--- src/rtl/fetch_pkg.sv ---
// Shared constants and types for the fetch stage and its buffers.
// Latency: n/a (declarations only).
// Backpressure: n/a.
package fetch_pkg;

    localparam int              WORD_W    = 16;
    localparam logic [4:0]      OP_HALT   = 5'b00000;
    localparam logic [4:0]      OP_NOP    = 5'b00001;
    localparam logic [WORD_W-1:0] INSTR_NOP = 16'h0800;

    typedef enum logic [1:0] {
        ST_REQ    = 2'd0,
        ST_WAIT   = 2'd1,
        ST_HALTED = 2'd2
    } fetch_state_e;

    // True when the word carries the HALT opcode in its top five bits.
    function automatic logic is_halt(input logic [WORD_W-1:0] word);
        return word[WORD_W-1 -: 5] == OP_HALT;
    endfunction

endpackage

--- src/rtl/fetch_skid_buf.sv ---
// Output register backed by a one-entry skid register, valid/stall handshake.
// Latency: 1 cycle from i_vld to o_vld when empty; skid drains with no bubble.
// Backpressure: o_dat held stable while o_vld & i_stall; i_rdy low while skid full.
module fetch_skid_buf #(
    parameter int W = 32
) (
    input  logic         clk,
    input  logic         rst,
    input  logic         i_flush,
    input  logic         i_vld,
    input  logic [W-1:0] i_dat,
    output logic         i_rdy,
    input  logic         i_stall,
    output logic         o_vld,
    output logic [W-1:0] o_dat
);

    logic         r_out_vld;
    logic [W-1:0] r_out_dat;
    logic         r_skid_vld;
    logic [W-1:0] r_skid_dat;
    logic         w_consume;

    assign w_consume = r_out_vld & ~i_stall;
    assign i_rdy     = ~r_skid_vld;
    assign o_vld     = r_out_vld;
    assign o_dat     = r_out_dat;

    // Refill the output from skid first, then from the incoming word; park the word in skid when the output is held.
    always_ff @(posedge clk or negedge rst) begin
        if (!rst) begin
            r_out_vld  <= 1'b0;
            r_out_dat  <= '0;
            r_skid_vld <= 1'b0;
            r_skid_dat <= '0;
        end else if (i_flush) begin
            r_out_vld  <= 1'b0;
            r_skid_vld <= 1'b0;
        end else if (w_consume || !r_out_vld) begin
            if (r_skid_vld) begin
                r_out_vld  <= 1'b1;
                r_out_dat  <= r_skid_dat;
                r_skid_vld <= i_vld;
                if (i_vld) begin
                    r_skid_dat <= i_dat;
                end
            end else begin
                r_out_vld <= i_vld;
                if (i_vld) begin
                    r_out_dat <= i_dat;
                end
            end
        end else if (i_vld) begin
            r_skid_vld <= 1'b1;
            r_skid_dat <= i_dat;
        end
    end

endmodule

--- src/rtl/fetch_stage.sv ---
// Instruction fetch: holds the PC, one outstanding imem read, redirect squash, HALT stop.
// Latency: accept to instr_valid = memory latency + 1; at most one instruction per 2 cycles.
// Backpressure: stall holds the output, a second word parks in skid, no new request while skid full.
// Optional perf counters (fetch_cnt, stall_cnt) exist only when FETCH_PERF_CNT_EN is defined.
module fetch_stage
    import fetch_pkg::*;
#(
    parameter logic [WORD_W-1:0] RESET_PC  = 16'h0000,
    parameter logic [WORD_W-1:0] NOP_INSTR = INSTR_NOP
) (
    input  logic              clk,
    input  logic              rst,
    output logic              imem_req,
    output logic [WORD_W-1:0] imem_addr,
    input  logic              imem_ready,
    input  logic              imem_rvalid,
    input  logic [WORD_W-1:0] imem_rdata,
    input  logic              redirect,
    input  logic [WORD_W-1:0] redirect_pc,
    input  logic              stall,
    output logic              instr_valid,
    output logic [WORD_W-1:0] instruction,
    output logic [WORD_W-1:0] pc_plus2,
    output logic              halted,
    output logic              err
`ifdef FETCH_PERF_CNT_EN
    ,
    output logic [15:0]       fetch_cnt,
    output logic [15:0]       stall_cnt
`endif
);

    fetch_state_e        r_state;
    fetch_state_e        nxt_state;
    logic [WORD_W-1:0]   r_pc;
    logic [WORD_W-1:0]   nxt_pc;
    logic [WORD_W-1:0]   r_req_pc;
    logic [WORD_W-1:0]   nxt_req_pc;
    logic                r_squash;
    logic                nxt_squash;
    logic                r_err;
    logic                nxt_err;
    logic                r_halted;

    logic                w_accept;
    logic                w_in_vld;
    logic                w_flush;
    logic                w_skid_rdy;
    logic                w_out_vld;
    logic [2*WORD_W-1:0] w_out_dat;
    logic [2*WORD_W-1:0] w_in_dat;
    logic                w_consume;

    // A request only goes out when the skid slot is free, so a returning word always has a home.
    assign imem_req  = rst & (r_state == ST_REQ) & w_skid_rdy;
    assign imem_addr = r_pc;
    assign w_accept  = imem_req & imem_ready;
    assign w_in_dat  = {imem_rdata, r_req_pc + 16'd2};
    assign w_consume = w_out_vld & ~stall;

    // Next-state: normal fetch sequencing, then redirect overrides everything outside HALTED.
    always_comb begin
        nxt_state  = r_state;
        nxt_pc     = r_pc;
        nxt_req_pc = r_req_pc;
        nxt_squash = r_squash;
        nxt_err    = r_err;
        w_in_vld   = 1'b0;
        w_flush    = 1'b0;
        case (r_state)
            ST_REQ: begin
                if (w_accept) begin
                    nxt_state  = ST_WAIT;
                    nxt_req_pc = r_pc;
                end
            end
            ST_WAIT: begin
                if (imem_rvalid) begin
                    if (r_squash) begin
                        nxt_squash = 1'b0;
                        nxt_state  = ST_REQ;
                    end else begin
                        w_in_vld  = 1'b1;
                        nxt_pc    = r_req_pc + 16'd2;
                        nxt_state = is_halt(imem_rdata) ? ST_HALTED : ST_REQ;
                    end
                end
            end
            default: begin
            end
        endcase
        if (redirect && (r_state != ST_HALTED)) begin
            w_flush  = 1'b1;
            w_in_vld = 1'b0;
            nxt_pc   = redirect_pc;
            if (r_state == ST_WAIT) begin
                // A word arriving now is dropped; otherwise the one still in flight must be.
                nxt_state  = imem_rvalid ? ST_REQ : ST_WAIT;
                nxt_squash = ~imem_rvalid;
            end else begin
                nxt_state  = w_accept ? ST_WAIT : ST_REQ;
                nxt_squash = w_accept;
            end
            if (redirect_pc[0]) begin
                nxt_err   = 1'b1;
                nxt_state = ST_HALTED;
            end
        end
    end

    // State, PC and sticky flags; halted sets once decode takes the HALT word.
    always_ff @(posedge clk or negedge rst) begin
        if (!rst) begin
            r_state  <= ST_REQ;
            r_pc     <= RESET_PC;
            r_req_pc <= RESET_PC;
            r_squash <= 1'b0;
            r_err    <= 1'b0;
            r_halted <= 1'b0;
        end else begin
            r_state  <= nxt_state;
            r_pc     <= nxt_pc;
            r_req_pc <= nxt_req_pc;
            r_squash <= nxt_squash;
            r_err    <= nxt_err;
            if (w_consume && is_halt(w_out_dat[2*WORD_W-1 -: WORD_W])) begin
                r_halted <= 1'b1;
            end
        end
    end

    fetch_skid_buf #(
        .W (2*WORD_W)
    ) u_skid (
        .clk     (clk),
        .rst     (rst),
        .i_flush (w_flush),
        .i_vld   (w_in_vld),
        .i_dat   (w_in_dat),
        .i_rdy   (w_skid_rdy),
        .i_stall (stall),
        .o_vld   (w_out_vld),
        .o_dat   (w_out_dat)
    );

    assign instr_valid = w_out_vld;
    assign instruction = w_out_vld ? w_out_dat[2*WORD_W-1 -: WORD_W] : NOP_INSTR;
    assign pc_plus2    = w_out_dat[WORD_W-1:0];
    assign halted      = r_halted;
    assign err         = r_err;

`ifdef FETCH_PERF_CNT_EN
    logic [15:0] r_fetch_cnt;
    logic [15:0] r_stall_cnt;

    // Free-running wrap-around counters of delivered instructions and stalled-output cycles.
    always_ff @(posedge clk or negedge rst) begin
        if (!rst) begin
            r_fetch_cnt <= 16'd0;
            r_stall_cnt <= 16'd0;
        end else begin
            if (w_consume) begin
                r_fetch_cnt <= r_fetch_cnt + 16'd1;
            end
            if (w_out_vld && stall) begin
                r_stall_cnt <= r_stall_cnt + 16'd1;
            end
        end
    end

    assign fetch_cnt = r_fetch_cnt;
    assign stall_cnt = r_stall_cnt;
`endif

endmodule

--- config.mk ---
export PLATFORM = sky130hd
export DESIGN_NAME = fetch_stage
export DESIGN_NICKNAME = d
export VERILOG_FILES = /design/src/rtl/fetch_pkg.sv /design/src/rtl/fetch_skid_buf.sv /design/src/rtl/fetch_stage.sv
export SDC_FILE = /design/constraint.sdc
export NUM_CORES = 1
export LEC_CHECK = 0
export ABC_AREA = 1
export CAP_MARGIN = 20
export CORE_MARGIN = 2
export CORE_UTILIZATION = 50
export DETAILED_ROUTE_END_ITERATION = 10
export GPL_TIMING_DRIVEN = 1
export PLACE_DENSITY = 0.88
export SLEW_MARGIN = 10
export SYNTH_ARGS = -nofsm -noshare
export SYNTH_HDL_FRONTEND = slang
export SYNTH_SLANG_ARGS = --single-unit
--- constraint.sdc ---
create_clock -name clk -period 1.9 [get_ports clk]
set_input_delay 0.19 -clock clk [delete_from_list [all_inputs] [get_ports clk]]
set_output_delay 0.19 -clock clk [all_outputs]
set_load 0.02 [all_outputs]
After elaboration in Yosys (flattened, before gate mapping)

Cells that the tools add are included.

Bits in registers: 103
Latch bits: 0
Bits in writable memories: 0
Memory bits (read-only): 0
Output and inout port bits: 52
Word-level logic and storage cells: 81
Memories: 0

$add $sub $neg: 1
$mul: 0
Divide/modulo/power cells: 0
Magnitude comparators: 0
Equality and inequality tests: 6
Shift operators: 0
Muxes and demuxes: 36
Bitwise gates (word level): 8
Reduce and logical (&&, ||, !) cells: 20

Operators with widths:

| kind                                                             | number |
|---|---|
| 32-bit 2-to-1 mux                                                | 5 |
| 16-bit 2-to-1 mux                                                | 5 |
| 1-bit 2-to-1 mux                                                 | 19 |
| 16-bit by 2-bit adder with 16-bit output (second input constant) | 1 |
| 2-bit 2-to-1 mux                                                 | 6 |
| 5-bit zero test                                                  | 2 |
| 3-bit AND reduction                                              | 3 |
| 2-bit AND reduction                                              | 4 |
| 2-bit nonzero test                                               | 4 |
| 3-bit nonzero test                                               | 2 |
| 1-bit bitwise AND                                                | 4 |
| 2-bit by 1-bit != test with 1-bit output (second input constant) | 2 |
| 1-bit inverter                                                   | 4 |
| 2-bit one-hot mux with 2 select lines                            | 1 |
| 3-bit by 2-bit != test with 1-bit output (second input constant) | 1 |
| 3-bit != test (second input constant)                            | 1 |
| 2-bit by 1-bit == test with 1-bit output (second input constant) | 1 |
| 1-bit logical AND                                                | 2 |
| 2-bit zero test                                                  | 1 |
| 2-bit != test (second input constant)                            | 1 |
| 1-bit zero test                                                  | 1 |
| 1-bit logical OR                                                 | 1 |

Logic depth before layout (Yosys ltp)

Depth in word-level cells: 8
Mapped depth: 10
Mapped depth without buffers: 9

Modules after synthesis

Synthesis repeated with hierarchy kept, for this count alone.

Cell total of the unflattened synthesis: 711
Area, all modules: 5237.5 µm²

By module, submodules not included:

| module         | times used | cells an instance | area each (µm²) | seq. area each (µm²) |
|---|---|---|---|---|
| fetch_skid_buf | 1          | 392               | 3010.4          | 1651.6 |
| fetch_stage    | 1          | 319               | 2227.1          | 925.9 |

Worst setup path before layout

No wires, ideal clock.

Path type: reg-to-output
Start point: reg u_skid.r_skid_vld
End point: out imem_req
Data arrival time: 1.515 ns
Required time: 1.710 ns
Setup slack: 0.195 ns
Cell stages (with the launch flop): 4
Buffers on the path: 2
Cells stage by stage: dfrtp_1 buf_2 buf_2 nor4_1

Word-level cells in the longest chain between the ends: 2

Ends and longest elaborated chain:

| element                  | RTL line             | source |
|---|---|---|
| start: declaration       | fetch_skid_buf.sv:20 | `logic r_skid_vld;` |
| start signal: assignment | fetch_skid_buf.sv:43 | `r_skid_vld <= i_vld;` |
| 1-bit inverter           | fetch_skid_buf.sv:25 | `assign i_rdy = ~r_skid_vld;` |
| 1-bit bitwise AND        | fetch_stage.sv:55    | `assign imem_req = rst & (r_state == ST_REQ) & w_skid_rdy;` |
| end: declaration         | fetch_stage.sv:13    | `output logic imem_req,` |

No other way between the ends.

Final worst setup path

Start point: reg u_skid.r_out_vld, in the netlist u_skid.o_vld
End point: out instruction[9]

Word-level cells in the longest chain between the ends: 1

Ends and longest elaborated chain:

| element                  | RTL line             | source |
|---|---|---|
| start: declaration       | fetch_skid_buf.sv:18 | `logic r_out_vld;` |
| start signal: assignment | fetch_skid_buf.sv:48 | `r_out_vld <= i_vld;` |
| 16-bit 2-to-1 mux        | fetch_stage.sv:147   | `assign instruction = w_out_vld ? w_out_dat[2*WORD_W-1 -: WORD_W] : NOP_INSTR;` |
| end: declaration         | fetch_stage.sv:22    | `output logic [WORD_W-1:0] instruction,` |

No other way between the ends.

==> flow_metrics.tcl <==
set metrics [dict create \
    place_hpwl_mm 8.28 \
    cpPeakStageDelay_ns 0.59 \
    netlist_area_mm2 0.00500 \
    clock_sinks 103 \
    final.setup.tns_ns 0 \
    endpoint_kind "primary output" \
    cts-root-buf "clkbuf_8" \
    grt_max_degree 104 \
    clkTransAtPathRegs_ns 0.09 \
    cp_slowest_cell "clkdlybuf4s50_1" \
    postSynthAreaPerCell_um2 7.93 \
    synth_top_cell_area_share 0.515 \
    n_antenna_cell 0 \
    grt_first_pass_wirelength_mm 20.2 \
    ir_worst_vdd_mv 0.698 \
    swShare 0.387 \
    crit_fanout 17 \
    reg2reg_slack_ns 0.16 \
    fmax_mhz 539 \
    reg2reg_depth 5 \
    timing.final.ws_setup_ns 0.0458 \
    period_share 0.976 \
    whs_path_depth 3 \
    p_int_mw 5.52 \
    max-clock-path-buffers 2 \
    syn_inst 631 \
    ys_seq_area_frac 0.515 \
    num_vias 4320 \
    p_leak_nw 3.46 \
    antenna_found_initial 0 \
    synth_cell_types 30 \
    tightest_slew_ns 0.661 \
    insertion_delay_ns 0.37 \
    crit_required_ns 1.71 \
    combPwrFrac 0.400 \
    path_cells "buf_4, nand2_1, inv_1, clkdlybuf4s50_1" \
    htreeDepth 3 \
    via_per_inst 5.10 \
    drv_cap 0 \
    drtIter0Drc 302 \
    die_w_um 104 \
    syn-num-nets 670 \
    whs_ns 0.374 \
    hold_start "redirect_pc[7]" \
    p_seq_frac 0.425 \
    switchingPower_mw 3.48 \
    start_util 0.514 \
    whs_endpoint "imem_addr[7]" \
    setup_viol 0 \
    synthTopCellsByArea "dfrtp_1, nand2_1, o21ai_0" \
    async_flop_share 1.00 \
    crit_family "buffers and inverters" \
    cp.arrival_ns 1.66 \
    overflow 0 \
    slew_viol_final 0 \
    cts_tree "done" \
    drt-pass1-iter-count 6 \
    synth_warnings 0 \
    fin_skew_ns 0.00671 \
    ant_nets 0 \
    worst-path-buf-inv 3 \
    drive_gt1_frac 0.0616 \
    yosys_most_used_dff "dfrtp_1" \
    fin_util 0.645 \
    status "finished clean" \
    io_buffer_count 89 \
    grt_use_total 0.229 \
    min_path_type "in -> reg" \
    rr_startpoint "r_state[1]" \
    placementRows 36 \
    wl_per_cell_um 13.9 \
    criticalPathCategory "reg -> out" \
    total_power_mw 8.99 \
    yosys_register_bits 103 \
    synth_area_leader_cell "dfrtp_1" \
    drc 0 \
    slew_headroom 0.559 \
    p_per_area_mw_per_mm2 1430 \
    grt_pass1_vias 4259 \
    gp_congestion 0.811 \
    cts_buffers 9 \
    ios 90 \
    yosysMostFrequentCell "nand2_1" \
    reg2reg_to "u_skid.r_skid_dat[4]" \
    rsz0062_at_grt "false" \
    dp_slack_ns -0.125 \
    fin_crit_ns 1.85 \
    wirelength_mm 11.7 \
    chipHeight_um 104 \
    die_area_mm2 0.0108 \
    synth-edff-count 0 \
    synth_common_cells "nand2_1, dfrtp_1, inv_1, o21ai_0, nor2_1" \
    core_area_mm2 0.00973 \
    clockPowerShare 0.175 \
    worst_setup_path_start_kind "register" \
    hold_viol 0 \
    num-nets-final 749 \
    areaGrowthSynthToFinish_pct 25.4 \
]
==> through the flow <==
step	cells	instance area (um2)
after global placement	831	6000
final	847	6270
after global routing	847	6270
after floorplan	631	5000
after detailed placement	831	6000
after CTS	847	6240
==> worst min-delay path, delay by kind of cell <==
| family | cells | cell delay, ns |
|---|---|---|
| buffers and inverters | 1 | 0.39 |
| AND/OR/NAND/NOR | 2 | 0.13 |
==> repair_timing <==
item	4_1_cts	5_1_grt
endpoints found under the setup margin	4	14
hold buffers	1	0
buffers inserted	0	0
endpoints found under the hold margin	103	0
resized for setup	3	14
gates cloned	0	0
==> registers in the layout, summed over array words and instances, names as in the netlist, 2 cells and up <==
signal	flops
imem_addr	16
r_state	2
u_skid.o_dat	32
r_req_pc	16
u_skid.r_skid_dat	32
==> power groups by stage <==
stage | Combinational [mW] | Clock [mW] | Sequential, mW
after floorplan | 2.14 | 0 | 3.86
after global placement | 3.48 | 0 | 3.77
after detailed placement | 3.60 | 0 | 3.83
after CTS | 3.62 | 1.59 | 3.80
after global routing | 4.01 | 1.68 | 3.92
final | 3.60 | 1.57 | 3.82
==> routing by layer <==
layer | GRT usage | part of all wire | vias to the layer above
met4 | 0.0772 | 0.022 | 0
met2 | 0.360 | 0.46 | 147
li1 | - | - | 2126
met3 | 0.0426 | 0.056 | 27
met1 | 0.322 | 0.46 | 2020
met5 | 0 | 0 | -
==> layout by cell type, fill, tap and decap left out, drive strengths merged, types with 5 or more instances in the layout <==
cell type | netlist | final
dlymetal6s2s | 0 | 14
a21oi | 8 | 8
nand2 | 247 | 247
mux2i | 15 | 15
o21ai | 52 | 52
clkbuf | 9 | 11
nor3 | 5 | 5
dfrtp | 103 | 103
nand4 | 7 | 7
clkdlybuf4s50 | 0 | 72
inv | 56 | 56
o211ai | 6 | 6
nor2 | 45 | 45
nand3 | 34 | 34
buf | 32 | 20
==> logic make-up (layout without fill, tap and decap cells) <==
| logic type | count (synthesis) | after routing | synth area share |
|---|---|---|---|
| simple gates | 343 | 343 | 0.278 |
| flops | 103 | 103 | 0.515 |
| buf+inv | 97 | 180 | 0.0923 |
| compound gates | 68 | 68 | 0.0741 |
| mux | 16 | 16 | 0.0323 |
| xor+xnor | 3 | 3 | 0.00525 |
| fa+ha+maj | 1 | 1 | 0.00250 |
==> final cells by class <==
type                    instances  area, um2
flip-flops and latches        103       2580
clock inverters                 4       95.1
clock buffers                  11        131
multi-input cells             431       1970
fillers                       785       3460
well taps                     133        166
inverters                      56        210
repair buffers                109       1120
==> how the worst max path moves through the flow <==
stage	startpoint	to	slack, ns	cells past startpoint
2_1_floorplan	u_skid.r_skid_vld	imem_req	0.20	3
3_3_place_gp	imem_rvalid	u_skid.r_skid_dat[4]	-0.02	5
3_5_place_dp	imem_rvalid	u_skid.r_skid_dat[4]	-0.12	5
4_1_cts	u_skid.o_vld	instruction[14]	0.002	4
5_1_grt	u_skid.o_vld	instruction[9]	0.0005	4
6_report	u_skid.o_vld	instruction[9]	0.05	4
No activity file was read; power rests on OpenSTA's default activity.
